File: src/rtl/mem_arbiter.sv
// Arbitrates the coherence bus data port and two instruction-fetch ports onto one RAM port.
// Optional fetch anti-starvation counter is enabled by defining MEM_ARB_FAIRNESS_EN.
module mem_arbiter #(
  parameter int ADDR_W       = 32,
  parameter int DATA_W       = 32,
  parameter int STARVE_LIMIT = 4
) (
  input  logic                CLK,
  input  logic                RST,
  input  logic                bus_dREN,
  input  logic                bus_dWEN,
  input  logic [ADDR_W-1:0]   bus_daddr,
  input  logic [DATA_W-1:0]   bus_dstore,
  output logic [DATA_W-1:0]   bus_dload,
  output logic                bus_dwait,
  input  logic [1:0]          iREN,
  input  logic [2*ADDR_W-1:0] iaddr,
  output logic [DATA_W-1:0]   iload,
  output logic [1:0]          iwait,
  output logic                ramREN,
  output logic                ramWEN,
  output logic [ADDR_W-1:0]   ramaddr,
  output logic [DATA_W-1:0]   ramstore,
  input  logic [DATA_W-1:0]   ramload,
  input  logic [1:0]          ramstate,
  output logic [1:0]          state_o
);

  typedef enum logic [1:0] {IDLE = 2'd0, DATA = 2'd1, INST = 2'd2} state_e;
  localparam logic [1:0] RAM_ACCESS = 2'd2;
  localparam logic [2:0] STARVE_LIM = 3'(STARVE_LIMIT);

`ifdef MEM_ARB_FAIRNESS_EN
  localparam bit FAIR_EN = 1'b1;
`else
  localparam bit FAIR_EN = 1'b0;
`endif

  state_e            state_q, state_d;
  logic              rr_ptr_q, rr_ptr_d;
  logic              core_q, core_d;
  logic              wr_q, wr_d;
  logic              rd_q, rd_d;
  logic [ADDR_W-1:0] addr_q, addr_d;
  logic [DATA_W-1:0] store_q, store_d;
  logic [DATA_W-1:0] dload_q, dload_d;
  logic [DATA_W-1:0] iload_q, iload_d;
  logic [2:0]        starve_q, starve_d;

  logic pick_k;
  logic fetch_first;

  assign state_o  = state_q;
  assign ramaddr  = addr_q;
  assign ramstore = store_q;

  // With both cores asking, the core that was not served last wins.
  assign pick_k      = (&iREN) ? ~rr_ptr_q : iREN[1];
  assign fetch_first = FAIR_EN && (starve_q >= STARVE_LIM) && (|iREN);

  always_comb begin
    state_d   = state_q;
    rr_ptr_d  = rr_ptr_q;
    core_d    = core_q;
    wr_d      = wr_q;
    rd_d      = rd_q;
    addr_d    = addr_q;
    store_d   = store_q;
    dload_d   = dload_q;
    iload_d   = iload_q;
    starve_d  = starve_q;
    ramREN    = 1'b0;
    ramWEN    = 1'b0;
    bus_dwait = 1'b1;
    iwait     = 2'b11;
    bus_dload = dload_q;
    iload     = iload_q;

    case (state_q)
      IDLE: begin
        if ((bus_dREN || bus_dWEN) && !fetch_first) begin
          state_d = DATA;
          addr_d  = bus_daddr;
          store_d = bus_dstore;
          wr_d    = bus_dWEN;
          rd_d    = bus_dREN & ~bus_dWEN;
        end else if (|iREN) begin
          state_d  = INST;
          core_d   = pick_k;
          addr_d   = pick_k ? iaddr[ADDR_W +: ADDR_W] : iaddr[0 +: ADDR_W];
          starve_d = 3'd0;
        end
      end
      DATA: begin
        ramWEN = wr_q;
        ramREN = rd_q;
        if (!bus_dREN && !bus_dWEN) begin
          state_d = IDLE;
        end else if (ramstate == RAM_ACCESS) begin
          bus_dwait = 1'b0;
          bus_dload = ramload;
          dload_d   = ramload;
          state_d   = IDLE;
          if (FAIR_EN && (|iREN) && (starve_q != 3'd7)) starve_d = starve_q + 3'd1;
        end
      end
      INST: begin
        ramREN = 1'b1;
        if (!iREN[core_q]) begin
          state_d = IDLE;
        end else if (ramstate == RAM_ACCESS) begin
          iwait[core_q] = 1'b0;
          iload         = ramload;
          iload_d       = ramload;
          rr_ptr_d      = core_q;
          state_d       = IDLE;
        end
      end
      default: state_d = IDLE;
    endcase
  end

  always_ff @(posedge CLK) begin
    if (RST) begin
      state_q  <= IDLE;
      rr_ptr_q <= 1'b0;
      core_q   <= 1'b0;
      wr_q     <= 1'b0;
      rd_q     <= 1'b0;
      addr_q   <= '0;
      store_q  <= '0;
      dload_q  <= '0;
      iload_q  <= '0;
      starve_q <= 3'd0;
    end else begin
      state_q  <= state_d;
      rr_ptr_q <= rr_ptr_d;
      core_q   <= core_d;
      wr_q     <= wr_d;
      rd_q     <= rd_d;
      addr_q   <= addr_d;
      store_q  <= store_d;
      dload_q  <= dload_d;
      iload_q  <= iload_d;
      starve_q <= starve_d;
    end
  end

endmodule
File: config.mk
export PLATFORM = sky130hd
export DESIGN_NAME = mem_arbiter
export DESIGN_NICKNAME = d
export VERILOG_FILES = /design/src/rtl/mem_arbiter.sv
export SDC_FILE = /design/constraint.sdc
export NUM_CORES = 1
export LEC_CHECK = 0
export BUFFER_PORTS_ARGS = -buffer_cell sky130_fd_sc_hd__buf_2
export CAP_MARGIN = 20
export CORE_MARGIN = 4
export CORE_UTILIZATION = 46
export DETAILED_ROUTE_END_ITERATION = 8
export HOLD_SLACK_MARGIN = 0.05
export PLACE_DENSITY = 0.9
export SLEW_MARGIN = 30
export SYNTH_ARGS = -nofsm -noshare
export SYNTH_HDL_FRONTEND = slang
export SYNTH_SLANG_ARGS = --single-unit
File: constraint.sdc
create_clock -name CLK -period 1.7 [get_ports CLK]
set_input_delay 0.085 -clock CLK [delete_from_list [all_inputs] [get_ports CLK]]
set_output_delay 0.085 -clock CLK [all_outputs]
set_load 0.02 [all_outputs]
==> results.ini, run 1 <==
[synth]
yosysSeqAreaShare_pct=43.5
yosys-top-cells-area=dfxtp_1, a21oi_1, nand2_1, mux2i_1, nand3_1
syn_nets=943
ys_types=37
syn_area_per_cell_sq_um=8.00
yosysWarnings=0
synth_top_cell_by_area=dfxtp_1
synth.top_cell.area_share_pct=43.5
synth_area_sq_um=6170
synthCells=771
ys_ff_latch=134

[floorplan]
ios=303
fp-row-count=42
die_h_microns=124
fp.dieW_microns=124
initial_utilization_pct=46.8

[timing]
worst_endpoint=iload[8]
worstEpCategory=top-level output

[global_routing]
antenna_found_initial=11
grt_usage_pct=59.3
grt_max_degree=103
grt_overflow_total=2

[placement]
portBuffers=302
gp_congestion=0.871
dp_worst_setup_slack_ns=0.0502
dp_hpwl_microns=14700
placedInstanceArea_sq_um=7920

[status]
status=did not finish
tool.error=[ERROR GRT-0232] Routing congestion too high. Check the congestion heatmap in the GUI.
stop_stage=5_1_grt

[clock_tree]
htreeDepth=4
clockBufferDepth=2
clockRootBuffer=clkbuf_16
cts_buffers=17
cts_sinks=134

## routing by layer
metal | overflow | track usage [%]
met1 | 0 | 58.7
met2 | 0 | 82.1
met3 | 0 | 37.6
met4 | 2 | 57.6
met5 | 0 | 7.99
## kinds of logic after synthesis
| group | count (synthesis) | synth area share [%] |
|---|---|---|
| adders and majority gates | 4 | 0.811 |
| AOI/OAI and AO/OA | 212 | 20.5 |
| muxes | 34 | 5.54 |
| and+or+nand+nor | 308 | 23.3 |
| buffers and inverters | 79 | 6.37 |
| DFF | 134 | 43.5 |
## Yosys cell counts, drive strengths merged
cell type and n:
nand3 66, nor3 64, or3 1, nand2b 1, dfxtp 134, a311oi 2
clkbuf 42, nand2 131, a21boi 1, a21oi 101, a32o 32, buf 34
nor2 4, nor3b 1, a22oi 2, o21ai 68, and2b 1, o21a 2
a31oi 1, a21bo 1, a211oi 1, mux2i 33, nand4 1, or2 33
and2 1, nor2b 2, mux2 1, ha 4, o41ai 1, nand3b 1
and3b 1, inv 3
## per-stage QoR
stage / cells / utilization (%) / hold WS [ns]
CTS: 1376 / 85.0 / 0.0504
floorplan: 771 / - / 0.221
global placement: 1204 / 60.0 / 0.325
detailed placement: 1204 / 60.0 / 0.331
## what timing repair did
item                                   4_1_cts
setup endpoints to repair                   67
resized for setup                          369
endpoints found under the hold margin      103
buffers inserted                            42
hold buffers                                91
pin swaps                                   79
cloned                                       9
==> run 2, diff against run 1 <==
--- a/config.mk
+++ b/config.mk
@@ -8,10 +8,9 @@
 export BUFFER_PORTS_ARGS = -buffer_cell sky130_fd_sc_hd__buf_2
 export CAP_MARGIN = 20
 export CORE_MARGIN = 4
-export CORE_UTILIZATION = 46
+export CORE_UTILIZATION = 40
 export DETAILED_ROUTE_END_ITERATION = 8
-export HOLD_SLACK_MARGIN = 0.05
-export PLACE_DENSITY = 0.9
+export PLACE_DENSITY_LB_ADDON = 0.15
 export SLEW_MARGIN = 30
 export SYNTH_ARGS = -nofsm -noshare
 export SYNTH_HDL_FRONTEND = slang
==> run 2 against run 1 <==
Synthesized area unchanged. Synthesized cell count unchanged. The flow now finishes, with violations (negative setup slack).
==> results.ini, run 2 <==
[flow_run]
cap_violations=0

[routing]
viasPerCell=5.41
ant_nets=0
drc=0
vias=7235
drt_iter0_drc=458
post_drt_wl_per_cell_microns=18.3
drtPass1Iterations=5
wl_microns=24500

[floorplan]
fp.dieW_microns=132  ; was 124 microns
ios=303  ; unchanged
die_h_microns=132  ; was 124 microns
die-area_sq_um=17500
initial_utilization_pct=40.7  ; was 46.8%
fp-row-count=45  ; was 42
core_sq_um=15100

[timing]
setup_slack_ns=-0.194
rsz0062_at_grt=true
slew_viol_final=0
hold_viol=0
final-setup-viol-count=67
finClkSkew_ns=0.0111
max_freq_mhz=528
worst_pin_slew_ns=0.482
relSlewSlack_pct=67.9
fin_crit_sh_pct=111
fin_crit_ns=1.89

[placement]
portBuffers=302  ; unchanged
dp_worst_setup_slack_ns=0.0487  ; was 0.0502 ns
gp_congestion=0.842  ; was 0.871
dp_hpwl_microns=14100  ; was 14,700 microns
placedInstanceArea_sq_um=7880  ; was 7920 sq um

[clock_tree]
htreeDepth=4  ; unchanged
cts_buffers=17  ; unchanged
cts_tree=built
clockBufferDepth=2  ; unchanged
cts_sinks=134  ; unchanged
clkTransAtPathRegs_ns=0.06
clkLatencyLatePin_ns=0.42
clockRootBuffer=clkbuf_16  ; unchanged

[synth]
synth_area_sq_um=6170  ; unchanged
yosysSeqAreaShare_pct=43.5  ; unchanged
synth-edff-count=0  ; unchanged
syn_nets=943  ; unchanged
synth_top_cell_by_area=dfxtp_1  ; unchanged
yosysWarnings=0  ; unchanged
ys_ff_latch=134  ; unchanged
ys_types=37  ; unchanged
yosysMostFrequentCell=dfxtp_1  ; unchanged
synthCells=771  ; unchanged
syn_area_per_cell_sq_um=8.00  ; unchanged
yosys-top-cells-count=dfxtp_1, nand2_1, a21oi_1, nand3_1, nor3_1  ; unchanged
async_flop_share_pct=0  ; unchanged
synth.top_cell.area_share_pct=43.5  ; unchanged
yosys-top-cells-area=dfxtp_1, a21oi_1, nand2_1, mux2i_1, nand3_1  ; unchanged
ys.flop_type=dfxtp_1  ; unchanged

[final_layout]
final_common_cell=buf_2
register_area_sq_um=2690
fill_cells=1142
stdcell_area_sq_um=10800
multiInputGateArea_sq_um=3930
layout-drive-gt1-share_pct=48.7
final_cell_mix=buf_2, dfxtp_1, a21oi_1
syn_to_final_growth_pct=75.2
nets=1305

[power_and_ir_drop]
leakage_nw=4.75
power_density_nw_per_um2=855
peakVddDrop_mv=0.673

[global_routing]
grt_pass1_vias=6852
grt_overflow_total=0
grt_pass1_wl_microns=35900
grt_usage_pct=25.3
grt_max_degree=103
antenna_found_initial=3

[status]
status=finished, violations left  ; was did not finish
violations=negative setup slack

[critical_path]
startpoint_type=register
cp.required_ns=1.62
arrival_ns=1.81
end_kind=output pin
worst-setup-path-type=reg -> out
crit_fanout=6

[hold_path]
min_path_type=in -> reg

-- run 2: cell counts after synthesis --
Identical to the previous run, type by type.
-- run 2: cells by family after synthesis --
family	count (synthesis)	share of synthesized area [%]
AO/OA/AOI/OAI	212	20.5
adder cells (fa/ha/maj)	4	0.811
buffers and inverters	79	6.37
flip-flops	134	43.5
multiplexers	34	5.54
AND/OR/NAND/NOR	308	23.3
-- run 2: repair_timing --
| action | in CTS | in global routing |
|---|---|---|
| gates resized for setup | 254 | 132 |
| hold buffers | 74 | 0 |
| gates cloned | 6 | 3 |
| pin swaps | 15 | 60 |
| endpoints found under the hold margin | 106 | 0 |
| endpoints found under the setup margin | 67 | 68 |
| setup buffers | 7 | 11 |
-- run 2: routing by layer --
layer / track usage, % / vias to the layer above / share of wire [%]
met2: 43.2 / 296 / 51
met4: 10.4 / 0 / 3.2
met1: 30.6 / 3413 / 39
met3: 6.22 / 57 / 6.7
li1: - / 3469 / -
met5: 0 / - / 0
-- run 2: cell type report --
cell class / instances / share of cell area [%]
Inverter: 3 / 0.127
Clock buffer: 22 / 4.29
Timing Repair Buffer: 419 / 31.1
Multi-Input combinational cell: 558 / 36.4
Antenna cell: 3 / 0.0695
Tap cell: 188 / 2.18
Sequential cell: 134 / 24.9
Clock inverter: 10 / 0.903
-- run 2: path summary, 6_finish.rpt --
kind                             startpoint                         to  slack [ns]  cells past startpoint
setup / recovery    state_o[0]$_SDFFE_PP0P_                   iload[9]       -0.19                      8
hold / removal                bus_daddr[26]   ramaddr[26]$_SDFFE_PP0P_        0.01                      3
hold reg to reg   ramstore[11]$_SDFFE_PP0N_  ramstore[11]$_SDFFE_PP0N_        0.45                      2
setup reg to reg    state_o[0]$_SDFFE_PP0P_    state_o[1]$_SDFFE_PP0P_        0.11                      7
-- run 2: worst max-delay path: stages (launching register included) --
cell,delay (ns)
dfxtp_4,0.38
inv_4,0.04
ha_4,0.15
and3b_2,0.22
buf_12,0.15
buf_12,0.14
nand3_2,0.08
nand2_2,0.08
buf_6,0.14
-- run 2: where the power goes --
| part | total [mW] | internal (mW) | switching [mW] |
|---|---|---|---|
| registers | 3.46 | 3.35 | 0.104 |
| clock network | 3.48 | 2.09 | 1.39 |
| logic | 2.30 | 1.01 | 1.30 |
-- run 2: metrics by stage --
| stage | total power, mW | std cells | hold WS (ns) | utilization, % | setup TNS, ns |
|---|---|---|---|---|---|
| finish | 9.24 | 1337 | 0.0118 | 71.4 | -9.94 |
| global route | 9.61 | 1337 | 0.00283 | 71.4 | -14.84 |
| CTS | 9.16 | 1323 | 0.0000185 | 67.4 | -12.29 |
| detailed placement | 5.25 | 1204 | 0.331 | 52.0 | 0 |
| global placement | 5.24 | 1204 | 0.326 | 52.0 | 0 |
| floorplan | 4.55 | 771 | 0.221 | - | 0 |
Note: power is estimated with default switching activity, not from simulation.
==> run 3, diff against run 2 <==
--- a/config.mk
+++ b/config.mk
@@ -15,3 +15,4 @@
 export SYNTH_ARGS = -nofsm -noshare
 export SYNTH_HDL_FRONTEND = slang
 export SYNTH_SLANG_ARGS = --single-unit
+export TNS_END_PERCENT = 50
==> run 3 against run 2 <==
The run still ends with negative setup slack left. Final area down 4.9%. Critical path depth unchanged. Clock power about the same. Clock skew about the same. Global-route usage down 0.88 points. Fmax down 0.62%. Sequential power about the same. Die area unchanged. Wire length down 5.4%. First-iteration DRC count down 4.8%. Core utilization down 3.5 points. Critical endpoint is now iload[2].
==> results.ini, run 3 (synthesized netlist as in run 2, its figures left out) <==
[final_layout]
fill_cells=1232  ; was 1,142
final_cell_mix=buf_2, dfxtp_1, a21oi_1  ; unchanged
layout-drive-gt1-share_pct=43.9  ; was 48.7%
fin_util_pct=67.9  ; was 71.4%
syn_to_final_growth_pct=66.6  ; was 75.2%
final_common_cell=buf_2  ; unchanged
nets=1295  ; was 1,305
stdcell_area_sq_um=10300  ; was 10,800 sq um

[timing]
rsz0062_at_grt=true  ; unchanged
relSlewSlack_pct=68.4  ; was 67.9%
hold_viol=0  ; unchanged
final-setup-viol-count=67  ; unchanged
max_freq_mhz=525  ; was 528 MHz
worst_pin_slew_ns=0.474  ; was 0.482 ns
fin_crit_ns=1.91  ; was 1.89 ns
fin_crit_sh_pct=112  ; was 111%
setup_slack_ns=-0.206  ; was -0.194 ns
slew_viol_final=0  ; unchanged
finClkSkew_ns=0.0108  ; was 0.0111 ns

[power_and_ir_drop]
power_density_nw_per_um2=879  ; was 855 nW/um^2
clkPwrFrac_pct=38.4  ; was 37.7%
leakage_nw=4.64  ; was 4.75 nW
p_int_mw=6.37  ; was 6.45 mW
p_switching_mw=2.67  ; was 2.79 mW
p_sw_share_pct=29.6  ; was 30.2%
peakVddDrop_mv=0.647  ; was 0.673 mV
power_frac_comb_pct=23.4  ; was 24.9%
pwr-share-seq_pct=38.2  ; was 37.4%

[critical_path]
r2r_setup_slack_ns=0.06  ; was 0.11 ns
r2r_cells=7  ; unchanged
cp_slowest_stage_delay_ns=0.38  ; about the same
cp.required_ns=1.62  ; about the same
cp_cell_sequence=inv_4 > ha_4 > and3b_2 > buf_12 > clkbuf_16 > nand3_2 > nand2_2 > buf_6  ; was inv_4 > ha_4 > and3b_2 > buf_12 > buf_12 > nand3_2 > nand2_2 > buf_6
end_kind=output pin  ; unchanged
startpoint_type=register  ; unchanged
r2r_start=state_o[0]$_SDFFE_PP0P_  ; unchanged
crit_fanout=6  ; unchanged
arrival_ns=1.82  ; was 1.81 ns
r2r-end=state_o[1]$_SDFFE_PP0P_  ; unchanged
worst-setup-path-type=reg -> out  ; unchanged
crit_slowest_cell=dfxtp_4  ; unchanged

[routing]
wl_met3_microns=1620  ; was 1640 microns
dr_wl_met2_microns=11400  ; was 12,500 microns
post_drt_wl_per_cell_microns=17.4  ; was 18.3 microns
viasPerCell=5.34  ; was 5.41
drtPass1Iterations=7  ; was 5
wl_met1_microns=9410  ; was 9540 microns
wl_microns=23100  ; was 24,500 microns
top_layer_used=met4  ; unchanged
drt_iter0_drc=436  ; was 458
ant_nets=0  ; unchanged
drc=0  ; unchanged
vias=7089  ; was 7,235

[clock_tree]
clkLatencyLatePin_ns=0.41  ; was 0.42 ns
htreeDepth=4  ; unchanged
clockBufferDepth=2  ; unchanged
clkTransAtPathRegs_ns=0.06  ; about the same
cts_sinks=134  ; unchanged
cts_tree=built  ; unchanged
cts_buffers=17  ; unchanged
clockRootBuffer=clkbuf_16  ; unchanged

[hold_path]
min_path_type=in -> reg  ; unchanged
min_from=bus_daddr[26]  ; unchanged
min_to=ramaddr[26]$_SDFFE_PP0P_  ; unchanged
hold_depth=3  ; unchanged

[floorplan]
ios=303  ; unchanged
fp.dieW_microns=132  ; unchanged
die-area_sq_um=17500  ; unchanged
die_h_microns=132  ; unchanged
fp-row-count=45  ; unchanged
core_sq_um=15100  ; unchanged
initial_utilization_pct=40.7  ; unchanged

[status]
violations=negative setup slack  ; unchanged
status=finished, violations left  ; unchanged

[global_routing]
grt_max_degree=103  ; unchanged
grt_usage_pct=24.4  ; was 25.3%
antenna_found_initial=3  ; unchanged
grt_pass1_wl_microns=34700  ; was 35,900 microns
grt_pass1_vias=6698  ; was 6,852
grt_overflow_total=0  ; unchanged

[placement]
dp_hpwl_microns=14100  ; unchanged
placedInstanceArea_sq_um=7880  ; unchanged
portBuffers=302  ; unchanged
gp_congestion=0.842  ; unchanged

[flow_run]
cap_violations=0  ; unchanged

## run 3: worst max-delay path, delay by kind of cell (launching register included)
family / cells / cell delay, ns
DFF: 1 / 0.38
buffers and inverters: 4 / 0.50
and+or+nand+nor: 3 / 0.38
adders and majority gates: 1 / 0.16
## run 3: worst max path at each step
stage	to	cells after the start	slack (ns)	from
detailed placement	iload[2]	4	0.05	core_q$_SDFFE_PP0P_
global route	iload[21]	7	-0.32	state_o[0]$_SDFFE_PP0P_
floorplan	iload[10]	6	0.04	state_o[1]$_SDFFE_PP0P_
finish	iload[2]	8	-0.21	state_o[0]$_SDFFE_PP0P_
global placement	iload[11]	4	0.08	core_q$_SDFFE_PP0P_
CTS	bus_dload[31]	7	-0.25	state_o[0]$_SDFFE_PP0P_
## run 3: stage by stage
step	total power, mW	setup WS [ns]	hold slack, ns	instances	setup TNS [ns]
2_1_floorplan	4.55	0.0420	0.221	771	0
3_3_place_gp	5.24	0.0775	0.326	1204	0
3_5_place_dp	5.25	0.0487	0.331	1204	0
4_1_cts	8.98	-0.248	0.0000185	1318	-12.48
5_1_grt	9.41	-0.315	0.00445	1327	-15.01
6_report	9.04	-0.206	0.0145	1327	-9.73
## run 3: area by class of cell
cell class,instances,area [sq um],area share (%)
diodes,3,7.51,0.0730
flip-flops and latches,134,2690,26.2
multi-input cells,559,3600,35.0
repair buffers,408,3170,30.9
clock inverters,10,97.6,0.949
inverters,3,13.8,0.134
well taps,188,235,2.29
clock buffers,22,464,4.52
## run 3: power by group through the flow
| stage | Sequential (mW) | Combinational [mW] | Clock [mW] |
|---|---|---|---|
| after global routing | 3.48 | 2.26 | 3.68 |
| after detailed placement | 3.51 | 1.73 | 0 |
| final | 3.45 | 2.11 | 3.47 |
| after global placement | 3.51 | 1.73 | 0 |
| after CTS | 3.45 | 2.00 | 3.54 |
| after floorplan | 3.74 | 0.806 | 0 |
## run 3: routing by layer
layer / GRT usage [%] / up-vias
met1: 29.8 / 3302
li1: - / 3457
met5: 0 / -
met2: 40.9 / 277
met3: 6.49 / 53
met4: 10.4 / 0
## run 3: repair_timing
action	in CTS	in global routing
hold buffers	74	0
cloned	3	3
endpoints found under the setup margin	67	67
hold endpoints to repair	106	0
gates resized for setup	132	168
buffers inserted	5	4
pin swaps	4	20
==> run 4, diff against run 3 <==
--- a/config.mk
+++ b/config.mk
@@ -7,8 +7,10 @@
 export LEC_CHECK = 0
 export BUFFER_PORTS_ARGS = -buffer_cell sky130_fd_sc_hd__buf_2
 export CAP_MARGIN = 20
+export CELL_PAD_IN_SITES_DETAIL_PLACEMENT = 0
+export CELL_PAD_IN_SITES_GLOBAL_PLACEMENT = 1
 export CORE_MARGIN = 4
-export CORE_UTILIZATION = 40
+export CORE_UTILIZATION = 32
 export DETAILED_ROUTE_END_ITERATION = 8
 export PLACE_DENSITY_LB_ADDON = 0.15
 export SLEW_MARGIN = 30
==> run 4 against run 3 <==
The run still ends with negative setup slack left. Clock power increased by 20%. Final area increased by 4.0%. Critical endpoint is now iwait[0]. Register-to-register slack improved by 0.07 ns. Total power increased by 9.4%. Via count about the same. Core utilization decreased by 11 points. Critical path depth decreased by 1. First-iteration DRC count decreased by 37%. Flip-flop and latch count unchanged. Wire length increased by 5.3%. Count of clock-buffer cells in the layout decreased by 3. Largest cell class unchanged. Combinational power increased by 9%.
==> results.ini, run 4 (synthesized netlist as in run 2, its figures left out) <==
[critical_path]
crit_slowest_cell=dfxtp_4  ; unchanged
worst-setup-path-type=reg -> out  ; unchanged
cp_slowest_stage_delay_ns=0.37  ; was 0.38 ns
arrival_ns=1.84  ; was 1.82 ns
cp_cell_sequence=inv_4 > ha_4 > nand3b_1 > buf_6 > buf_6 > or3_4 > buf_6  ; was inv_4 > ha_4 > and3b_2 > buf_12 > clkbuf_16 > nand3_2 > nand2_2 > buf_6
path_delay_family=buffers and inverters  ; unchanged
crit_fanout=5  ; was 6
cp.required_ns=1.62  ; about the same
r2r_cells=7  ; unchanged
worst-path-buf-inv=4  ; unchanged
r2r-end=state_o[0]$_SDFFE_PP0P_  ; was state_o[1]$_SDFFE_PP0P_
cp_common_cell=buf_6
r2r_setup_slack_ns=0.13  ; was 0.06 ns
cp_num_cells=7  ; was 8
end_kind=output pin  ; unchanged
startpoint_type=register  ; unchanged
r2r_start=state_o[1]$_SDFFE_PP0P_  ; was state_o[0]$_SDFFE_PP0P_
crit_path_start=state_o[0]$_SDFFE_PP0P_  ; unchanged

[routing]
wl_microns=24300  ; was 23,100 microns
drc=0  ; unchanged
vias=7094  ; was 7,089
dr_wl_met2_microns=12000  ; was 11,400 microns
wl_met1_microns=10100  ; was 9410 microns
wl_met3_microns=1770  ; was 1620 microns
post_drt_wl_per_cell_microns=17.0  ; was 17.4 microns
top_layer_used=met5  ; was met4
viasPerCell=4.95  ; was 5.34
drtPass1Iterations=5  ; was 7
ant_nets=0  ; unchanged
drt_iter0_drc=273  ; was 436

[floorplan]
initial_utilization_pct=32.8  ; was 40.7%
fp-row-count=50  ; was 45
ios=303  ; unchanged
die_h_microns=147  ; was 132 microns
core_sq_um=18800  ; was 15,100 sq um
fp.dieW_microns=147  ; was 132 microns
die-area_sq_um=21600  ; was 17,500 sq um

[final_layout]
nets=1329  ; was 1,295
fin_util_pct=56.7  ; was 67.9%
final_common_cell=buf_2  ; unchanged
layout-drive-gt1-share_pct=44.4  ; was 43.9%
final_cell_mix=buf_2, dfxtp_1, nand2_1  ; was buf_2, dfxtp_1, a21oi_1
syn_to_final_growth_pct=73.2  ; was 66.6%
stdcell_area_sq_um=10700  ; was 10,300 sq um

[power_and_ir_drop]
pwr-share-seq_pct=34.9  ; was 38.2%
peakVddDrop_mv=0.771  ; was 0.647 mV
p_sw_share_pct=28.8  ; was 29.6%
p_int_mw=7.04  ; was 6.37 mW
power_density_nw_per_um2=925  ; was 879 nW/um^2
p_switching_mw=2.85  ; was 2.67 mW
total_power_mw=9.89  ; was 9.04 mW
leakage_nw=4.86  ; was 4.64 nW
power_frac_comb_pct=23.1  ; was 23.4%
clkPwrFrac_pct=42.0  ; was 38.4%

[hold_path]
hold_depth=3  ; unchanged
min_path_type=in -> reg  ; unchanged
min_to=ramaddr[2]$_SDFFE_PP0P_  ; was ramaddr[26]$_SDFFE_PP0P_
min_from=bus_daddr[2]  ; was bus_daddr[26]

[clock_tree]
clkTransAtPathRegs_ns=0.06  ; about the same
clockRootBuffer=clkbuf_16  ; unchanged
htreeDepth=4  ; unchanged
cts_tree=built  ; unchanged
clockBufferDepth=2  ; unchanged
clkLatencyLatePin_ns=0.42  ; was 0.41 ns
cts_buffers=17  ; unchanged
cts_sinks=134  ; unchanged

[global_routing]
grt_max_degree=76  ; was 103
grt_usage_pct=21.6  ; was 24.4%
grt_overflow_total=0  ; unchanged
antenna_found_initial=3  ; unchanged
grt_pass1_vias=6940  ; was 6,698
grt_pass1_wl_microns=37500  ; was 34,700 microns

[timing]
slew_viol_final=0  ; unchanged
fin_crit_sh_pct=113  ; was 112%
final-setup-viol-count=67  ; unchanged
fin_crit_ns=1.92  ; was 1.91 ns
worst_pin_slew_ns=0.502  ; was 0.474 ns
relSlewSlack_pct=66.5  ; was 68.4%
hold_viol=0  ; unchanged
max_freq_mhz=521  ; was 525 MHz
setup_slack_ns=-0.220  ; was -0.206 ns
finClkSkew_ns=0.0101  ; was 0.0108 ns
rsz0062_at_grt=true  ; unchanged
tns_ns=-8.61  ; was -9.73 ns

[placement]
gp_congestion=0.791  ; was 0.842
portBuffers=302  ; unchanged
dp_hpwl_microns=15900  ; was 14,100 microns
placedInstanceArea_sq_um=8040  ; was 7880 sq um

[status]
violations=negative setup slack  ; unchanged
status=finished, violations left  ; unchanged

[flow_run]
cap_violations=0  ; unchanged

## run 4: cell types whose count changed in the layout (fill, tap and decap cells not counted), sizes merged
cell         previous run  this run
dlygate4sd3            74        91
buf                   332       348
bufinv                  1         5
clkinv                  5         2
inv                     4         7
clkbuf                 24        23
clkinvlp                3         2
diode                   3         2
mux2                    2         1
## run 4: worst register-to-register path, cell delays in order, from the launching register on
cell and delay (ns):
dfxtp_4 0.37, inv_4 0.07, ha_4 0.15, o21a_4 0.24
buf_12 0.18, buf_4 0.12, nand3_1 0.10, a311oi_1 0.25
## run 4: worst max path at each step
stage	end	slack, ns
3_5_place_dp	iload[2]	0.06
4_1_cts	iwait[0]	-0.20
3_3_place_gp	ramaddr[12]$_SDFFE_PP0P_	0.10
5_1_grt	iwait[0]	-0.31
2_1_floorplan	iload[10]	0.04
6_report	iwait[0]	-0.22
## run 4: final cells by class
class,count,area [sq um]
inverters,3,16.3
diodes,2,5.00
well taps,260,325
clock buffers,19,443
fillers,1785,8150
multi-input cells,558,3660
flip-flops and latches,134,2690
clock inverters,13,218
repair buffers,443,3330
## run 4: power by group through the flow
| stage | sequential [mW] | clock, mW | combinational, mW |
|---|---|---|---|
| 2_1_floorplan | 3.74 | 0 | 0.806 |
| 3_3_place_gp | 3.51 | 0 | 1.80 |
| 3_5_place_dp | 3.51 | 0 | 1.80 |
| 4_1_cts | 3.45 | 4.24 | 2.16 |
| 5_1_grt | 3.48 | 4.40 | 2.46 |
| 6_report | 3.45 | 4.15 | 2.29 |
## run 4: stage by stage
stage	std cells	setup WS, ns	hold slack [ns]
2_1_floorplan	771	0.0420	0.221
6_report	1432	-0.220	0.0206
4_1_cts	1423	-0.200	0.000720
3_3_place_gp	1284	0.102	0.327
3_5_place_dp	1284	0.0558	0.333
5_1_grt	1431	-0.308	0.0181
## run 4: repair_timing
| item | in CTS | in global routing |
|---|---|---|
| resized for setup | 179 | 87 |
| endpoints found under the hold margin | 123 | 0 |
| buffers inserted | 12 | 5 |
| pin swaps | 9 | 28 |
| gates cloned | 4 | 4 |
| hold buffers | 91 | 0 |
| endpoints found under the setup margin | 69 | 103 |
## run 4: metal layers
metal / GRT usage, % / up-vias
met4: 6.54 / 4
li1: - / 3516
met3: 6.88 / 39
met1: 26.9 / 3288
met2: 35.9 / 247
met5: 0 / -
